--- src/rtl/clock_set_if.sv ---
// ---------------------------------------------------------------------------
// clock_set_if
// Bundles the button inputs, the enable and the time/mode outputs of the
// clock sequencer so the controller and its environment share one port.
//   slave  : controller side (consumes ena/buttons, drives time and status)
//   master : environment side (drives ena/buttons, observes time and status)
// Signals:
//   ena        design enable
//   btn_mode   raw mode button, active-high, asynchronous
//   btn_inc    raw increment button, active-high, asynchronous
//   hours      0..23
//   minutes    0..59
//   seconds    0..59
//   mode_state 0=RUN 1=SET_HR 2=SET_MIN 3=SET_SEC
//   tick_1hz   one-cycle pulse when seconds advance in RUN
//   blank_hi   display blank request for the field being set
// ---------------------------------------------------------------------------
interface clock_set_if;
  logic       ena;
  logic       btn_mode;
  logic       btn_inc;
  logic [4:0] hours;
  logic [5:0] minutes;
  logic [5:0] seconds;
  logic [1:0] mode_state;
  logic       tick_1hz;
  logic       blank_hi;

  modport slave (
    input  ena, btn_mode, btn_inc,
    output hours, minutes, seconds, mode_state, tick_1hz, blank_hi
  );

  modport master (
    output ena, btn_mode, btn_inc,
    input  hours, minutes, seconds, mode_state, tick_1hz, blank_hi
  );
endinterface

--- src/rtl/clock_set_controller.sv ---
// ---------------------------------------------------------------------------
// clock_set_controller
// Sequencer for the simple-clock datapath: 1 Hz prescaler, HH:MM:SS counters
// with carry, and the mode FSM that sets time from two push-buttons.
// Ports:
//   clk    system clock
//   rst_n  asynchronous active-low reset
//   bus    clock_set_if.slave (ena, btn_mode, btn_inc in; time, mode_state,
//          tick_1hz, blank_hi out)
// Parameters:
//   TICK_DIV      clk cycles per second
//   DEBOUNCE_CYC  stable synchronized samples needed to accept a button level
// Optional feature macro: CLOCK_CTRL_BLINK_EN (2 Hz blink on blank_hi in the
// SET states). Without it blank_hi is tied low.
// ---------------------------------------------------------------------------
module clock_set_controller #(
  parameter int TICK_DIV     = 10000000,
  parameter int DEBOUNCE_CYC = 16
) (
  input  logic        clk,
  input  logic        rst_n,
  clock_set_if.slave  bus
);

  localparam int             PW         = (TICK_DIV > 1) ? $clog2(TICK_DIV) : 1;
  localparam logic [PW-1:0]  PRESC_LAST = PW'(TICK_DIV - 1);
  localparam int             CW         = $clog2(DEBOUNCE_CYC + 1);
  localparam logic [CW-1:0]  DEB_LAST   = CW'(DEBOUNCE_CYC - 1);

  typedef enum logic [1:0] {
    ST_RUN     = 2'd0,
    ST_SET_HR  = 2'd1,
    ST_SET_MIN = 2'd2,
    ST_SET_SEC = 2'd3
  } state_e;

  // Bit 0 = mode button, bit 1 = inc button.
  logic [1:0]    w_btn_raw;
  logic [1:0]    r_sync1;
  logic [1:0]    r_sync2;
  logic [1:0]    r_acc;
  logic [1:0]    r_press;
  logic [CW-1:0] r_cnt [2];

  state_e        r_state;
  state_e        w_state_nxt;
  logic [4:0]    r_hours;
  logic [4:0]    w_hours_nxt;
  logic [5:0]    r_minutes;
  logic [5:0]    w_minutes_nxt;
  logic [5:0]    r_seconds;
  logic [5:0]    w_seconds_nxt;
  logic [PW-1:0] r_presc;
  logic [PW-1:0] w_presc_nxt;
  logic          r_tick;
  logic          w_tick_nxt;
  logic          w_mode_p;
  logic          w_inc_p;

  assign w_btn_raw = {bus.btn_inc, bus.btn_mode};
  assign w_mode_p  = r_press[0];
  assign w_inc_p   = r_press[1];

  // Synchronizers and debouncers; these keep running while ena is low.
  always_ff @(posedge clk or negedge rst_n) begin
    if (!rst_n) begin
      r_sync1 <= 2'b00;
      r_sync2 <= 2'b00;
      r_acc   <= 2'b00;
      r_press <= 2'b00;
      for (int i = 0; i < 2; i++) r_cnt[i] <= {CW{1'b0}};
    end else begin
      r_sync1 <= w_btn_raw;
      r_sync2 <= r_sync1;
      for (int i = 0; i < 2; i++) begin
        if (r_sync2[i] != r_acc[i]) begin
          // The last mismatching sample accepts the new level; a press is
          // emitted only for a rising accepted level.
          if (r_cnt[i] == DEB_LAST) begin
            r_acc[i]   <= r_sync2[i];
            r_press[i] <= r_sync2[i];
            r_cnt[i]   <= {CW{1'b0}};
          end else begin
            r_press[i] <= 1'b0;
            r_cnt[i]   <= r_cnt[i] + CW'(1'b1);
          end
        end else begin
          r_press[i] <= 1'b0;
          r_cnt[i]   <= {CW{1'b0}};
        end
      end
    end
  end

  // Next-state, time arithmetic and prescaler; press pulses with ena low
  // fall through the hold path and are lost.
  always_comb begin
    w_state_nxt   = r_state;
    w_hours_nxt   = r_hours;
    w_minutes_nxt = r_minutes;
    w_seconds_nxt = r_seconds;
    w_presc_nxt   = r_presc;
    w_tick_nxt    = 1'b0;
    if (bus.ena) begin
      case (r_state)
        ST_RUN: begin
          if (w_mode_p) begin
            w_state_nxt = ST_SET_HR;
            w_presc_nxt = {PW{1'b0}};
          end else if (r_presc == PRESC_LAST) begin
            w_presc_nxt = {PW{1'b0}};
            w_tick_nxt  = 1'b1;
            if (r_seconds == 6'd59) begin
              w_seconds_nxt = 6'd0;
              if (r_minutes == 6'd59) begin
                w_minutes_nxt = 6'd0;
                w_hours_nxt   = (r_hours == 5'd23) ? 5'd0 : r_hours + 5'd1;
              end else begin
                w_minutes_nxt = r_minutes + 6'd1;
              end
            end else begin
              w_seconds_nxt = r_seconds + 6'd1;
            end
          end else begin
            w_presc_nxt = r_presc + PW'(1'b1);
          end
        end
        ST_SET_HR: begin
          w_presc_nxt = {PW{1'b0}};
          if (w_mode_p) begin
            w_state_nxt = ST_SET_MIN;
          end else if (w_inc_p) begin
            w_hours_nxt = (r_hours == 5'd23) ? 5'd0 : r_hours + 5'd1;
          end else begin
            w_state_nxt = ST_SET_HR;
          end
        end
        ST_SET_MIN: begin
          w_presc_nxt = {PW{1'b0}};
          if (w_mode_p) begin
            w_state_nxt = ST_SET_SEC;
          end else if (w_inc_p) begin
            w_minutes_nxt = (r_minutes == 6'd59) ? 6'd0 : r_minutes + 6'd1;
          end else begin
            w_state_nxt = ST_SET_MIN;
          end
        end
        ST_SET_SEC: begin
          // Prescaler is already 0 here, so RUN starts a full second.
          w_presc_nxt = {PW{1'b0}};
          if (w_mode_p) begin
            w_state_nxt = ST_RUN;
          end else if (w_inc_p) begin
            w_seconds_nxt = 6'd0;
          end else begin
            w_state_nxt = ST_SET_SEC;
          end
        end
        default: begin
          w_state_nxt = ST_RUN;
          w_presc_nxt = {PW{1'b0}};
        end
      endcase
    end else begin
      w_presc_nxt = r_presc;
    end
  end

  // State, time, prescaler and tick registers.
  always_ff @(posedge clk or negedge rst_n) begin
    if (!rst_n) begin
      r_state   <= ST_RUN;
      r_hours   <= 5'd0;
      r_minutes <= 6'd0;
      r_seconds <= 6'd0;
      r_presc   <= {PW{1'b0}};
      r_tick    <= 1'b0;
    end else begin
      r_state   <= w_state_nxt;
      r_hours   <= w_hours_nxt;
      r_minutes <= w_minutes_nxt;
      r_seconds <= w_seconds_nxt;
      r_presc   <= w_presc_nxt;
      r_tick    <= w_tick_nxt;
    end
  end

  assign bus.hours      = r_hours;
  assign bus.minutes    = r_minutes;
  assign bus.seconds    = r_seconds;
  assign bus.mode_state = r_state;
  assign bus.tick_1hz   = r_tick;

`ifdef CLOCK_CTRL_BLINK_EN
  localparam int            HALF       = (TICK_DIV / 2 > 1) ? TICK_DIV / 2 : 1;
  localparam int            BW         = (HALF > 1) ? $clog2(HALF) : 1;
  localparam logic [BW-1:0] BLINK_LAST = BW'(HALF - 1);

  logic [BW-1:0] r_blink_cnt;
  logic          r_blank;

  // Half-second blink toggle, restarted on every mode change, idle in RUN.
  always_ff @(posedge clk or negedge rst_n) begin
    if (!rst_n) begin
      r_blink_cnt <= {BW{1'b0}};
      r_blank     <= 1'b0;
    end else if (bus.ena) begin
      if ((w_state_nxt != r_state) || (r_state == ST_RUN)) begin
        r_blink_cnt <= {BW{1'b0}};
        r_blank     <= 1'b0;
      end else if (r_blink_cnt == BLINK_LAST) begin
        r_blink_cnt <= {BW{1'b0}};
        r_blank     <= ~r_blank;
      end else begin
        r_blink_cnt <= r_blink_cnt + BW'(1'b1);
      end
    end
  end

  assign bus.blank_hi = r_blank;
`else
  assign bus.blank_hi = 1'b0;
`endif

endmodule

--- src/flat_wrapper.sv ---
// flat-port wrapper written by rule: the top's interface ports become plain ports
module clock_set_controller_flat 
#(
  parameter int TICK_DIV     = 10000000,
  parameter int DEBOUNCE_CYC = 16
)
  (clk, rst_n, bus_ena, bus_btn_mode, bus_btn_inc, bus_hours, bus_minutes, bus_seconds, bus_mode_state, bus_tick_1hz, bus_blank_hi);
  clock_set_if bus_i ();
  input  logic clk;
  input  logic rst_n;
  input wire logic [$bits(bus_i.ena)-1:0] bus_ena;
  input wire logic [$bits(bus_i.btn_mode)-1:0] bus_btn_mode;
  input wire logic [$bits(bus_i.btn_inc)-1:0] bus_btn_inc;
  output wire logic [$bits(bus_i.hours)-1:0] bus_hours;
  output wire logic [$bits(bus_i.minutes)-1:0] bus_minutes;
  output wire logic [$bits(bus_i.seconds)-1:0] bus_seconds;
  output wire logic [$bits(bus_i.mode_state)-1:0] bus_mode_state;
  output wire logic [$bits(bus_i.tick_1hz)-1:0] bus_tick_1hz;
  output wire logic [$bits(bus_i.blank_hi)-1:0] bus_blank_hi;
  assign bus_i.ena = bus_ena;
  assign bus_i.btn_mode = bus_btn_mode;
  assign bus_i.btn_inc = bus_btn_inc;
  assign bus_hours = bus_i.hours;
  assign bus_minutes = bus_i.minutes;
  assign bus_seconds = bus_i.seconds;
  assign bus_mode_state = bus_i.mode_state;
  assign bus_tick_1hz = bus_i.tick_1hz;
  assign bus_blank_hi = bus_i.blank_hi;
  clock_set_controller #(.TICK_DIV(TICK_DIV), .DEBOUNCE_CYC(DEBOUNCE_CYC)) u_core (.clk(clk), .rst_n(rst_n), .bus(bus_i));
endmodule
--- config.mk ---
export PLATFORM = sky130hd
export DESIGN_NAME = clock_set_controller_flat
export DESIGN_NICKNAME = d
export VERILOG_FILES = /design/src/rtl/clock_set_if.sv /design/src/rtl/clock_set_controller.sv /design/src/flat_wrapper.sv
export SDC_FILE = /design/constraint.sdc
export NUM_CORES = 1
export LEC_CHECK = 0
export CAP_MARGIN = 10
export CORE_MARGIN = 10
export CORE_UTILIZATION = 58
export CTS_CLUSTER_DIAMETER = 60
export DETAILED_ROUTE_END_ITERATION = 10
export PLACE_DENSITY = 0.88
export SYNTH_ARGS = -nofsm -noshare
export SYNTH_HDL_FRONTEND = slang
export SYNTH_SLANG_ARGS = --single-unit
--- constraint.sdc ---
create_clock -name clk -period 2.98 [get_ports clk]
set_clock_uncertainty 0.05 [all_clocks]
set_input_delay 0.298 -clock clk [delete_from_list [all_inputs] [get_ports clk]]
set_output_delay 0.298 -clock clk [all_outputs]
set_load 0.005 [all_outputs]
==> results of run 1 <==
## final cells by class
class	count	area, µm²	area share, %
clock inverter	6	132.6	3.366
timing repair buffer	33	302.8	7.685
inverter	13	48.80	1.238
clock buffer	10	137.6	3.493
sequential	62	1551	39.38
tap	72	90.09	2.286
multi-input combinational	255	1677	42.55
## report_power, final
part | leakage [nW] | internal, mW | total (mW) | switching [mW]
Combinational | 0.745 | 0.0280 | 0.0678 | 0.0398
Clock | 0.132 | 0.661 | 1.00 | 0.341
Sequential | 0.842 | 0.853 | 0.864 | 0.0108
Total | 1.72 | 1.54 | 1.93 | 0.391
## final timing paths
kind / start / to / slack [ps]
hold / removal: rst_n / u_core.bus.seconds[0] / 50
setup / recovery: u_core.r_presc[13] / u_core.bus.minutes[1] / 270
hold reg to reg: u_core.r_sync1[0] / u_core.r_sync2[0] / 300
min in group clk: u_core.r_sync1[0] / u_core.r_sync2[0] / 300
setup reg to reg: u_core.r_presc[13] / u_core.bus.minutes[1] / 270
max in group asynchronous: rst_n / u_core.r_presc[2] / 2100
## cell usage in the layout (no fill, tap or decap), types with 5 or more instances in the layout
cell / count
o21ai_0: 24
ha_1: 11
o31ai_1: 7
dfrtp_1: 62
a21oi_1: 12
nor3_1: 11
mux2i_1: 5
and3_1: 9
clkbuf_8: 10
a31oi_1: 6
mux2_2: 6
nand2_1: 24
clkdlybuf4s50_1: 23
nand2b_1: 7
buf_4: 9
nor2b_1: 8
nand4_1: 10
nand3_1: 22
inv_1: 13
nor2_1: 22
## per-stage QoR
stage          hold WS [ps]  util, %  area [µm²]  instances
2_1_floorplan        -47.59        -        3318        338
3_3_place_gp          282.9    66.24        3670        435
3_5_place_dp          288.1    66.24        3670        435
4_1_cts               88.76    71.12        3940        451
5_1_grt               137.6    71.12        3940        451
6_report              52.40    71.12        3940        451
## state kept, by name, summed over array words and instances (netlist names)
register / count
u_core.r_sync1: 2
u_core.bus.tick_1hz: 1
u_core.r_cnt: 10
u_core.bus.hours: 5
u_core.r_press: 2
u_core.bus.mode_state: 2
u_core.bus.seconds: 6
u_core.bus.minutes: 6
u_core.r_presc: 24
u_core.r_sync2: 2
u_core.r_acc: 2
## routing by layer
layer  part of all wire (%)  vias up
li1                       -     1318
met1                     45     1277
met2                     47       76
met3                    6.1       11
met4                    1.8        0
met5                      0        -
## cell families after synthesis
family / Yosys count / synth area share (%)
adders and majority gates: 11 / 4.148
other: 1 / 0.1130
buffers and inverters: 21 / 2.715
AOI/OAI and AO/OA: 79 / 15.99
and+or+nand+nor: 143 / 23.72
DFF: 62 / 46.76
xor gates and xnor gates: 8 / 2.111
muxes: 13 / 4.449
==> results by group, run 1 <==
Critical path
  • Crit path capture type: register
  • CP max FO: 6
  • Worst r2r path cells: 5
  • Crit path largest cell delay: 560 ps
  • Crit start category: register
  • WP buf/inv: 0
  • Critical path depth in cells: 5
  • CP required: 3170 ps
  • CP max-delay cell: or4_4
  • Kind of critical path: reg2reg
  • CP most frequent cell: or4_4
  • Critical path cell sequence: or4_4, or4_4, o31a_1, or2_1, mux2_4
  • Critical path's top delay family: simple AND/OR/NAND/NOR gates
  • Worst EP arrival: 2900 ps

Timing
  • Fmax: 369.1 MHz
  • Final setup viols: 0
  • Setup TNS: 0 ps
  • Tmin final: 2709 ps
  • Slew HR: 35.40%
  • Final hold vios: 0
  • Final Max Slew Viols: 0
  • RSZ-0062 raised after global routing: no
  • Fin crit share: 90.90%
  • Crit path setup slack, layout: 271.1 ps
  • Measured slew at the worst slew-check pin: 969.0 ps

Floorplanning
  • Die area: 9146 µm²
  • Area of the core: 5540 µm²
  • Initial core utilization: 59.89%
  • FP Rows: 27
  • Die Span X: 95.64 µm
  • IO Count: 26
  • Die boundary height: 95.64 µm

Synth
  • Number of flops mapped to enable cells by yosys: 0
  • Synth top area share: 46.76%
  • Unique masters post-synth: 57
  • Sequential fraction of the synthesis area: 46.76%
  • Post-Syn Area: 3318 µm²
  • Asr flop ratio synth: 100.0%
  • Count leader, synth: dfrtp_1
  • Leading area contributor after synthesis: dfrtp_1
  • Syn nets: 354
  • Flops & latches, synth: 62
  • Synth warnings: 0
  • Cell count after synthesis: 338
  • Synth Flop Type: dfrtp_1
  • Top cells by area, synth: dfrtp_1 47%, ha_1 4.1%, o21ai_0 3.6%
  • Mapped Avg Cell Area: 9.817 µm²
  • Top post-synthesis cells by count: 62 x dfrtp_1, 24 x nand2_1, 24 x o21ai_0

Placed design
  • Gpl congestion: 0.9425
  • Post-DP HPWL: 4853 µm
  • Buffers on Ports: 24
  • Post-place setup slack: 290.2 ps

Drt
  • DR vias: 2682
  • Via/cell ratio: 5.947
  • DRC viols: 0
  • Routed WL: 6847 µm
  • Pre-Repair DR Iteration Count: 4
  • Drt wl/cell: 15.18 µm
  • Iteration-0 DRC Markers: 225
  • Antenna Nets Post-Route: 0

Global routing
  • First-pass GRT wire length: 11990 µm
  • Number of global-route vias before repair: 2619
  • GR peak layer: met2
  • Grt met3 use: 4.478%
  • Pin count of the biggest net entering global routing: 47
  • Overflow after GRT: 0
  • GRT Overall Usage: 16.43%
  • Met1 usage: 20.52%
  • GRT met2 Usage: 26.35%
  • Initial antenna violation count: 0

Cells and area
  • Ant. Diodes: 0
  • Share of layout cells above drive strength 1: 11.35%
  • Post-layout net count: 390
  • Area Growth Syn to Fin: 18.74%
  • FILL cells: 420

Pwr
  • Power, Total: 1.933 mW
  • Peak supply drop: 0.0003142 V
  • Pleak: 1.719 nW
  • P per Cell Area: 490.7 nW/µm²

CTS
  • CTS sink cnt: 62
  • Setup Buffers After CTS: 0
  • Resize count post-CTS: 0
  • CTS tree: built
  • CTS HTree Levels: 3
  • Clk slew on worst S/H paths: 70 ps
  • CTS Buf Count: 9
  • CTS root buffer: clkbuf_8
  • Post-CTS Hold Buffers: 0
  • Worst-case clock buffer depth: 2
  • Worst-skew pair later-pin latency: 350 ps

Hold path
  • Hold Path Class: in2async

Run status
  • Status: complete, no violations

Job
  • MaxCap Viol Count: 0
Note: power is estimated with default switching activity, not from simulation.
==> inputs of run 2 (changes only) <==
--- a/config.mk
+++ b/config.mk
@@ -5,12 +5,13 @@
 export SDC_FILE = /design/constraint.sdc
 export NUM_CORES = 1
 export LEC_CHECK = 0
+export ABC_AREA = 1
 export CAP_MARGIN = 10
 export CORE_MARGIN = 10
-export CORE_UTILIZATION = 58
+export CORE_UTILIZATION = 59
 export CTS_CLUSTER_DIAMETER = 60
 export DETAILED_ROUTE_END_ITERATION = 10
-export PLACE_DENSITY = 0.88
+export PLACE_DENSITY = 0.89
 export SYNTH_ARGS = -nofsm -noshare
 export SYNTH_HDL_FRONTEND = slang
 export SYNTH_SLANG_ARGS = --single-unit
==> run 2 against run 1 <==
Synthesized cell count grew 47%. Final area grew 7.4%. Cell count grew 35%. Core utilization shrank 0.086 points. Routed wire length grew 29%. Critical endpoint is now u_core.r_presc[14]. Synthesized area grew 10%. Maximum frequency grew 22%. Highest routed layer unchanged.
==> results by group, run 2 <==
Run status
  • Status: complete, no violations (unchanged)

Synth
  • Leading area contributor after synthesis: dfrtp_1 (unchanged)
  • Synth warnings: 0 (unchanged)
  • Mapped Avg Cell Area: 7.366 µm² (was 9.817 µm²)
  • Syn nets: 513 (was 354)
  • Count leader, synth: nand2_1 (was dfrtp_1)
  • Synth top area share: 42.38% (was 46.76%)
  • Cell count after synthesis: 497 (was 338)
  • Post-Syn Area: 3661 µm² (was 3318 µm²)
  • Asr flop ratio synth: 100.0% (unchanged)
  • Flops & latches, synth: 62 (unchanged)
  • Top cells by area, synth: dfrtp_1 42%, nand2_1 15%, nor2_1 6.9% (was dfrtp_1 47%, ha_1 4.1%, o21ai_0 3.6%)
  • Synth Flop Type: dfrtp_1 (unchanged)
  • Unique masters post-synth: 36 (was 57)
  • Top post-synthesis cells by count: 145 x nand2_1, 67 x nor2_1, 62 x dfrtp_1 (was 62 x dfrtp_1, 24 x nand2_1, 24 x o21ai_0)
  • Number of flops mapped to enable cells by yosys: 0 (unchanged)
  • Sequential fraction of the synthesis area: 42.38% (was 46.76%)

Timing
  • Final Max Slew Viols: 0 (unchanged)
  • Measured slew at the worst slew-check pin: 772.3 ps (was 969.0 ps)
  • Final hold vios: 0 (unchanged)
  • Tmin final: 2224 ps (was 2709 ps)
  • Fin crit share: 74.64% (was 90.90%)
  • Fmax: 449.6 MHz (was 369.1 MHz)
  • Hold WS: 299.7 ps (was 52.40 ps)
  • RSZ-0062 raised after global routing: no (unchanged)
  • Final setup viols: 0 (unchanged)
  • Setup TNS: 0 ps (unchanged)
  • Slew HR: 48.51% (was 35.40%)

Drt
  • Pre-Repair DR Iteration Count: 5 (was 4)
  • Routed WL: 8865 µm (was 6847 µm)
  • Drt wl/cell: 14.58 µm (was 15.18 µm)
  • Antenna Nets Post-Route: 0 (unchanged)
  • DRC viols: 0 (unchanged)
  • DR vias: 3411 (was 2682)
  • Iteration-0 DRC Markers: 266 (was 225)
  • Via/cell ratio: 5.610 (was 5.947)

Placed design
  • Area after DPL: 3964 µm² (was 3670 µm²)
  • Post-DP HPWL: 6034 µm (was 4853 µm)
  • Buffers on Ports: 24 (unchanged)
  • Gpl congestion: 0.8807 (was 0.9425)

CTS
  • CTS tree: built (unchanged)
  • Worst-case clock buffer depth: 2 (unchanged)
  • CTS Buf Count: 9 (unchanged)
  • Clk slew on worst S/H paths: 70 ps (about the same)
  • Worst-skew pair later-pin latency: 350 ps (about the same)
  • CTS sink cnt: 62 (unchanged)
  • CTS root buffer: clkbuf_8 (unchanged)
  • CTS HTree Levels: 3 (unchanged)
  • Setup Buffers After CTS: 0 (unchanged)

Cells and area
  • Share of layout cells above drive strength 1: 9.568% (was 11.35%)
  • Reg with most FFs: u_core.r_presc (unchanged)
  • Largest register FFs: 24 (unchanged)
  • Most frequent cells in the layout: 145 x nand2_1, 67 x nor2_1, 62 x dfrtp_1 (was 62 x dfrtp_1, 24 x o21ai_0, 24 x nand2_1)
  • Most common cell after layout, fill and taps aside: nand2_1 (was dfrtp_1)
  • Cell area after layout: 4230 µm² (was 3940 µm²)
  • Largest regs: u_core.r_presc x24, u_core.r_cnt x10 (unchanged)
  • Post-layout net count: 544 (was 390)
  • Area Growth Syn to Fin: 15.55% (was 18.74%)
  • Ant. Diodes: 0 (unchanged)

Pwr
  • Peak supply drop: 0.0003938 V (was 0.0003142 V)
  • Flop pwr share: 39.6% (was 44.7%)
  • Gate power share: 23.3% (was 3.5%)
  • Clock share of power: 37.1% (was 51.8%)
  • Internal: 1.745 mW (was 1.542 mW)
  • P_sw: 0.8117 mW (was 0.3913 mW)
  • Pleak: 2.066 nW (was 1.719 nW)
  • Sw frac: 31.75% (was 20.24%)
  • P per Cell Area: 604.4 nW/µm² (was 490.7 nW/µm²)

Floorplanning
  • Die boundary height: 98.77 µm (was 95.64 µm)
  • FP Rows: 28 (was 27)
  • IO Count: 26 (unchanged)
  • Die Span X: 98.77 µm (was 95.64 µm)
  • Initial core utilization: 61.47% (was 59.89%)
  • Die area: 9756 µm² (was 9146 µm²)
  • Area of the core: 5956 µm² (was 5540 µm²)

Critical path
  • Worst R2R Start: u_core.r_presc[0] (was u_core.r_presc[13])
  • Worst EP arrival: 2370 ps (was 2900 ps)
  • Worst r2r path cells: 7 (was 5)
  • Worst Setup EP: u_core.r_presc[14] (was u_core.bus.minutes[1])
  • Reg2Reg Capture Point: u_core.r_presc[14] (was u_core.bus.minutes[1])
  • R2R setup slack: 760 ps (was 270 ps)
  • CP max FO: 11 (was 6)
  • Crit start category: register (unchanged)
  • CP required: 3120 ps (was 3170 ps)
  • Kind of critical path: reg2reg (unchanged)
  • Worst Setup SP: u_core.r_presc[0] (was u_core.r_presc[13])
  • Crit path capture type: register (unchanged)

Global routing
  • Pin count of the biggest net entering global routing: 31 (was 47)
  • Overflow after GRT: 0 (unchanged)
  • GRT Overall Usage: 18.35% (was 16.43%)
  • First-pass GRT wire length: 15120 µm (was 11990 µm)
  • Initial antenna violation count: 0 (unchanged)
  • Number of global-route vias before repair: 3290 (was 2619)

Hold path
  • Hold Path Class: reg2reg (was in2async)
  • Hold_sp: u_core.r_sync1[1]

Job
  • MaxCap Viol Count: 0 (unchanged)
run 2: cells by family (layout without fill, tap and decap cells):
group                    count (synthesis)  after routing  share of synthesized area [%]
flip-flops                              62             62                          42.38
AO/OA/AOI/OAI                           42             42                          7.724
AND/OR/NAND/NOR                        300            300                          35.34
adder cells (fa/ha/maj)                 11             11                          3.759
buffers and inverters                   68            104                          7.587
other                                    1              1                         0.1024
XOR/XNOR                                13             13                          3.110
run 2: metrics by stage:
stage               setup slack [ps]  std cells  utilization [%]  total power, mW
global placement               900.2        591            66.55            1.580
CTS                            781.4        608            71.03            2.560
finish                         755.8        608            71.03            2.557
global route                   575.6        608            71.03            2.677
floorplan                       1185        497                -            1.403
detailed placement             805.9        591            66.55            1.607
run 2: area by class of cell:
cell class	instances	area (µm²)
Clock buffer	11	151.4
Clock inverter	5	105.1
Fill cell	448	1725
Inverter	59	221.5
Multi-Input combinational cell	367	1832
Sequential cell	62	1551
Tap cell	75	93.84
Timing Repair Buffer	29	275.3
run 2: power groups by stage:
stage / sequential, mW / clock [mW] / combinational (mW)
final: 1.01 / 0.949 / 0.596
after global routing: 1.03 / 0.988 / 0.662
after global placement: 1.02 / 0 / 0.561
after detailed placement: 1.02 / 0 / 0.582
after floorplan: 1.00 / 0 / 0.399
after CTS: 1.01 / 0.956 / 0.595
run 2: metal layers:
metal	wire length (µm)	track usage (%)	share of wire, %	vias up
li1	-	-	-	1638
met2	4287	29.61	48	139
met3	577	4.190	6.5	27
met4	253	9.923	2.9	0
met5	0	0	0	-
met1	3746	22.15	42	1607
run 2: critical path, stage by stage (launching register included):
cell and delay (ps):
dfrtp_1 380, ha_1 250, nand2_2 90, nor2_4 130, nand2_2 90, or2_4 260, o21ai_2 630, o21ai_0 200
run 2: worst min-delay path by stage:
stage / to / slack (ps) / depth (start not counted)
global placement: u_core.r_sync2[1] / 280 / 0
floorplan: u_core.bus.hours[0] / -50 / 0
detailed placement: u_core.r_sync2[0] / 280 / 0
CTS: u_core.r_sync2[0] / 300 / 0
global route: u_core.r_sync2[0] / 300 / 0
finish: u_core.r_sync2[1] / 300 / 0
run 2: repair_timing:
action,4_1_cts,5_1_grt
resized for setup,0,0
hold buffers,1,0
endpoints found under the hold margin,28,0
==> inputs of run 3 (changes only) <==
--- a/config.mk
+++ b/config.mk
@@ -8,10 +8,10 @@
 export ABC_AREA = 1
 export CAP_MARGIN = 10
 export CORE_MARGIN = 10
-export CORE_UTILIZATION = 59
+export CORE_UTILIZATION = 53
 export CTS_CLUSTER_DIAMETER = 60
 export DETAILED_ROUTE_END_ITERATION = 10
-export PLACE_DENSITY = 0.89
+export PLACE_DENSITY = 0.85
 export SYNTH_ARGS = -nofsm -noshare
 export SYNTH_HDL_FRONTEND = slang
 export SYNTH_SLANG_ARGS = --single-unit
==> constraint.sdc (replaced) <==
create_clock -name clk -period 1.95 [get_ports clk]
set_clock_uncertainty 0.05 [all_clocks]
set_input_delay 0.195 -clock clk [delete_from_list [all_inputs] [get_ports clk]]
set_output_delay 0.195 -clock clk [all_outputs]
set_load 0.005 [all_outputs]
==> run 3 against run 2 <==
Non-clock buffer count grew 7. Maximum frequency grew 25%. Critical endpoint is now u_core.r_presc[18]. Flip-flop and latch count is the same. Worst hold slack lost 67 ps. Critical path type unchanged. Final area grew 0.41%. Largest power group unchanged. Routed wire length shrank 8.0%. First-iteration DRC count shrank 11%. Cell count grew 2.0%. Via count shrank 0.94%. Setup slack lost 590 ps. Clock-buffer cell count grew 1. Die area grew 9.0%.
==> results by group, run 3 (synthesized netlist as in run 2, its figures left out) <==
Run status
  • Status: complete, no violations (unchanged)

CTS
  • CTS Buf Count: 9 (unchanged)
  • CTS HTree Levels: 3 (unchanged)
  • Setup Buffers After CTS: 0 (unchanged)
  • CTS root buffer: clkbuf_8 (unchanged)
  • CTS sink cnt: 62 (unchanged)
  • CTS tree: built (unchanged)
  • Clk slew on worst S/H paths: 70 ps (about the same)
  • Worst-case clock buffer depth: 2 (unchanged)
  • Worst-skew pair later-pin latency: 350 ps (about the same)

Floorplanning
  • Die boundary height: 103.1 µm (was 98.77 µm)
  • IO Count: 26 (unchanged)
  • FP Rows: 30 (was 28)
  • Area of the core: 6756 µm² (was 5956 µm²)
  • Die area: 10630 µm² (was 9756 µm²)
  • Die Span X: 103.1 µm (was 98.77 µm)
  • Initial core utilization: 54.19% (was 61.47%)

Global routing
  • Number of global-route vias before repair: 3234 (was 3290)
  • GRT Overall Usage: 16.52% (was 18.35%)
  • Overflow after GRT: 0 (unchanged)
  • Initial antenna violation count: 0 (unchanged)
  • First-pass GRT wire length: 14160 µm (was 15120 µm)
  • Pin count of the biggest net entering global routing: 63 (was 31)

Timing
  • Fmax: 561.0 MHz (was 449.6 MHz)
  • Final setup viols: 0 (unchanged)
  • Tmin final: 1783 ps (was 2224 ps)
  • Crit path setup slack, layout: 167.4 ps (was 755.8 ps)
  • Setup TNS: 0 ps (unchanged)
  • Final hold vios: 0 (unchanged)
  • RSZ-0062 raised after global routing: no (unchanged)
  • Final Max Slew Viols: 0 (unchanged)
  • Fin crit share: 91.41% (was 74.64%)

Critical path
  • Worst R2R Start: u_core.r_presc[0] (unchanged)
  • Worst Setup SP: u_core.r_presc[0] (unchanged)
  • CP required: 2130 ps (was 3120 ps)
  • Crit path capture type: register (unchanged)
  • Worst r2r path cells: 10 (was 7)
  • Reg2Reg Capture Point: u_core.r_presc[18] (was u_core.r_presc[14])
  • Critical path's top delay family: simple AND/OR/NAND/NOR gates (was compound AO/OA/AOI/OAI gates)
  • Kind of critical path: reg2reg (unchanged)
  • CP max FO: 4 (was 11)
  • R2R setup slack: 170 ps (was 760 ps)
  • CP max-delay cell: dfrtp_1 (was o21ai_2)
  • WP buf/inv: 1 (was 0)
  • Worst EP arrival: 1970 ps (was 2370 ps)
  • Critical path depth in cells: 10 (was 7)
  • Crit start category: register (unchanged)
  • Crit path largest cell delay: 370 ps (was 630 ps)
  • Critical path cell sequence: ha_1, nand2_2, nor2_4, nand2_2, or2_4, nor2_2, nor2_2, buf_4, nand3_1, nand2_1 (was ha_1, nand2_2, nor2_4, nand2_2, or2_4, o21ai_2, o21ai_0)
  • Worst Setup EP: u_core.r_presc[18] (was u_core.r_presc[14])

Pwr
  • Pleak: 2.089 nW (was 2.066 nW)
  • P per Cell Area: 867.7 nW/µm² (was 604.4 nW/µm²)
  • Power, Total: 3.686 mW (was 2.557 mW)
  • Peak supply drop: 0.0005512 V (was 0.0003938 V)

Hold path
  • Hold Path Class: in2reg (was reg2reg)

Cells and area
  • Ant. Diodes: 0 (unchanged)
  • FILL cells: 541 (was 448)
  • Reg with most FFs: u_core.r_presc (unchanged)
  • Most common cell after layout, fill and taps aside: nand2_1 (unchanged)
  • Fin cells: 620 (was 608)
  • Area Growth Syn to Fin: 16.03% (was 15.55%)
  • Share of layout cells above drive strength 1: 10.93% (was 9.568%)
  • Largest regs: u_core.r_presc x24, u_core.r_cnt x10 (unchanged)
  • Most frequent cells in the layout: 145 x nand2_1, 66 x nor2_1, 62 x dfrtp_1 (was 145 x nand2_1, 67 x nor2_1, 62 x dfrtp_1)
  • Post-layout net count: 551 (was 544)
  • Largest register FFs: 24 (unchanged)

Drt
  • Antenna Nets Post-Route: 0 (unchanged)
  • DR vias: 3379 (was 3411)
  • Via/cell ratio: 5.450 (was 5.610)
  • Drt wl/cell: 13.16 µm (was 14.58 µm)
  • Iteration-0 DRC Markers: 236 (was 266)
  • Pre-Repair DR Iteration Count: 9 (was 5)
  • DRC viols: 0 (unchanged)
  • Routed WL: 8160 µm (was 8865 µm)

Job
  • MaxCap Viol Count: 0 (unchanged)

Placed design
  • Gpl congestion: 0.8949 (was 0.8807)
  • Post-DP HPWL: 5922 µm (was 6034 µm)
  • Post-place setup slack: 146.7 ps (was 805.9 ps)
  • Placed Cells: 603 (was 591)
  • Buffers on Ports: 24 (unchanged)
[run 3: changes by cell type in the layout (fill, tap and decap cells not counted), sizes merged]
cell      previous run  this run
clkbuf              11        12
bufinv               3         1
clkinvlp             2         0
buf                  5        12
clkinv               1         4
[run 3: per-stage QoR]
stage / hold slack, ps / cell area [µm²] / utilization, %
floorplan: -150.6 / 3661 / -
global placement: 181.7 / 4035 / 59.72
detailed placement: 186.4 / 4035 / 59.72
CTS: 224.4 / 4245 / 62.83
global route: 225.3 / 4248 / 62.87
finish: 232.3 / 4248 / 62.87
[run 3: worst min-delay path by stage]
stage | startpoint | endpoint | depth (start not counted) | slack [ps]
after global routing | bus_btn_mode | u_core.r_sync1[0] | 1 | 230
after detailed placement | rst_n | u_core.r_sync1[0] | 2 | 190
after global placement | rst_n | u_core.r_cnt[5] | 2 | 180
after CTS | bus_btn_mode | u_core.r_sync1[0] | 1 | 220
after floorplan | rst_n | u_core.bus.hours[0] | 0 | -150
final | bus_btn_mode | u_core.r_sync1[0] | 1 | 230
[run 3: final cells by class]
cell class	count	area [µm²]	share of cell area, %
inverters	59	221.5	5.214
clock buffers	12	155.1	3.652
clock inverters	4	45.04	1.060
well taps	80	100.1	2.356
flip-flops and latches	62	1551	36.52
multi-input cells	367	1834	43.18
repair buffers	36	340.3	8.012
[run 3: report_power, final]
part	internal [mW]	switching (mW)	leakage [nW]
Clock	0.653	0.488	0.106
Sequential	1.40	0.133	0.840
Combinational	0.427	0.581	1.14
Total	2.48	1.20	2.09
[run 3: timing repair]
| item | in CTS | in global routing |
|---|---|---|
| setup endpoints to repair | 0 | 9 |
| hold endpoints to repair | 62 | 0 |
| resized for setup | 0 | 3 |
| hold buffers | 1 | 0 |
[run 3: routing by layer]
metal	wire length, µm	global-route usage [%]
met4	168	8.128
met3	561	3.820
met5	0	0
met1	3511	20.42
met2	3919	26.52
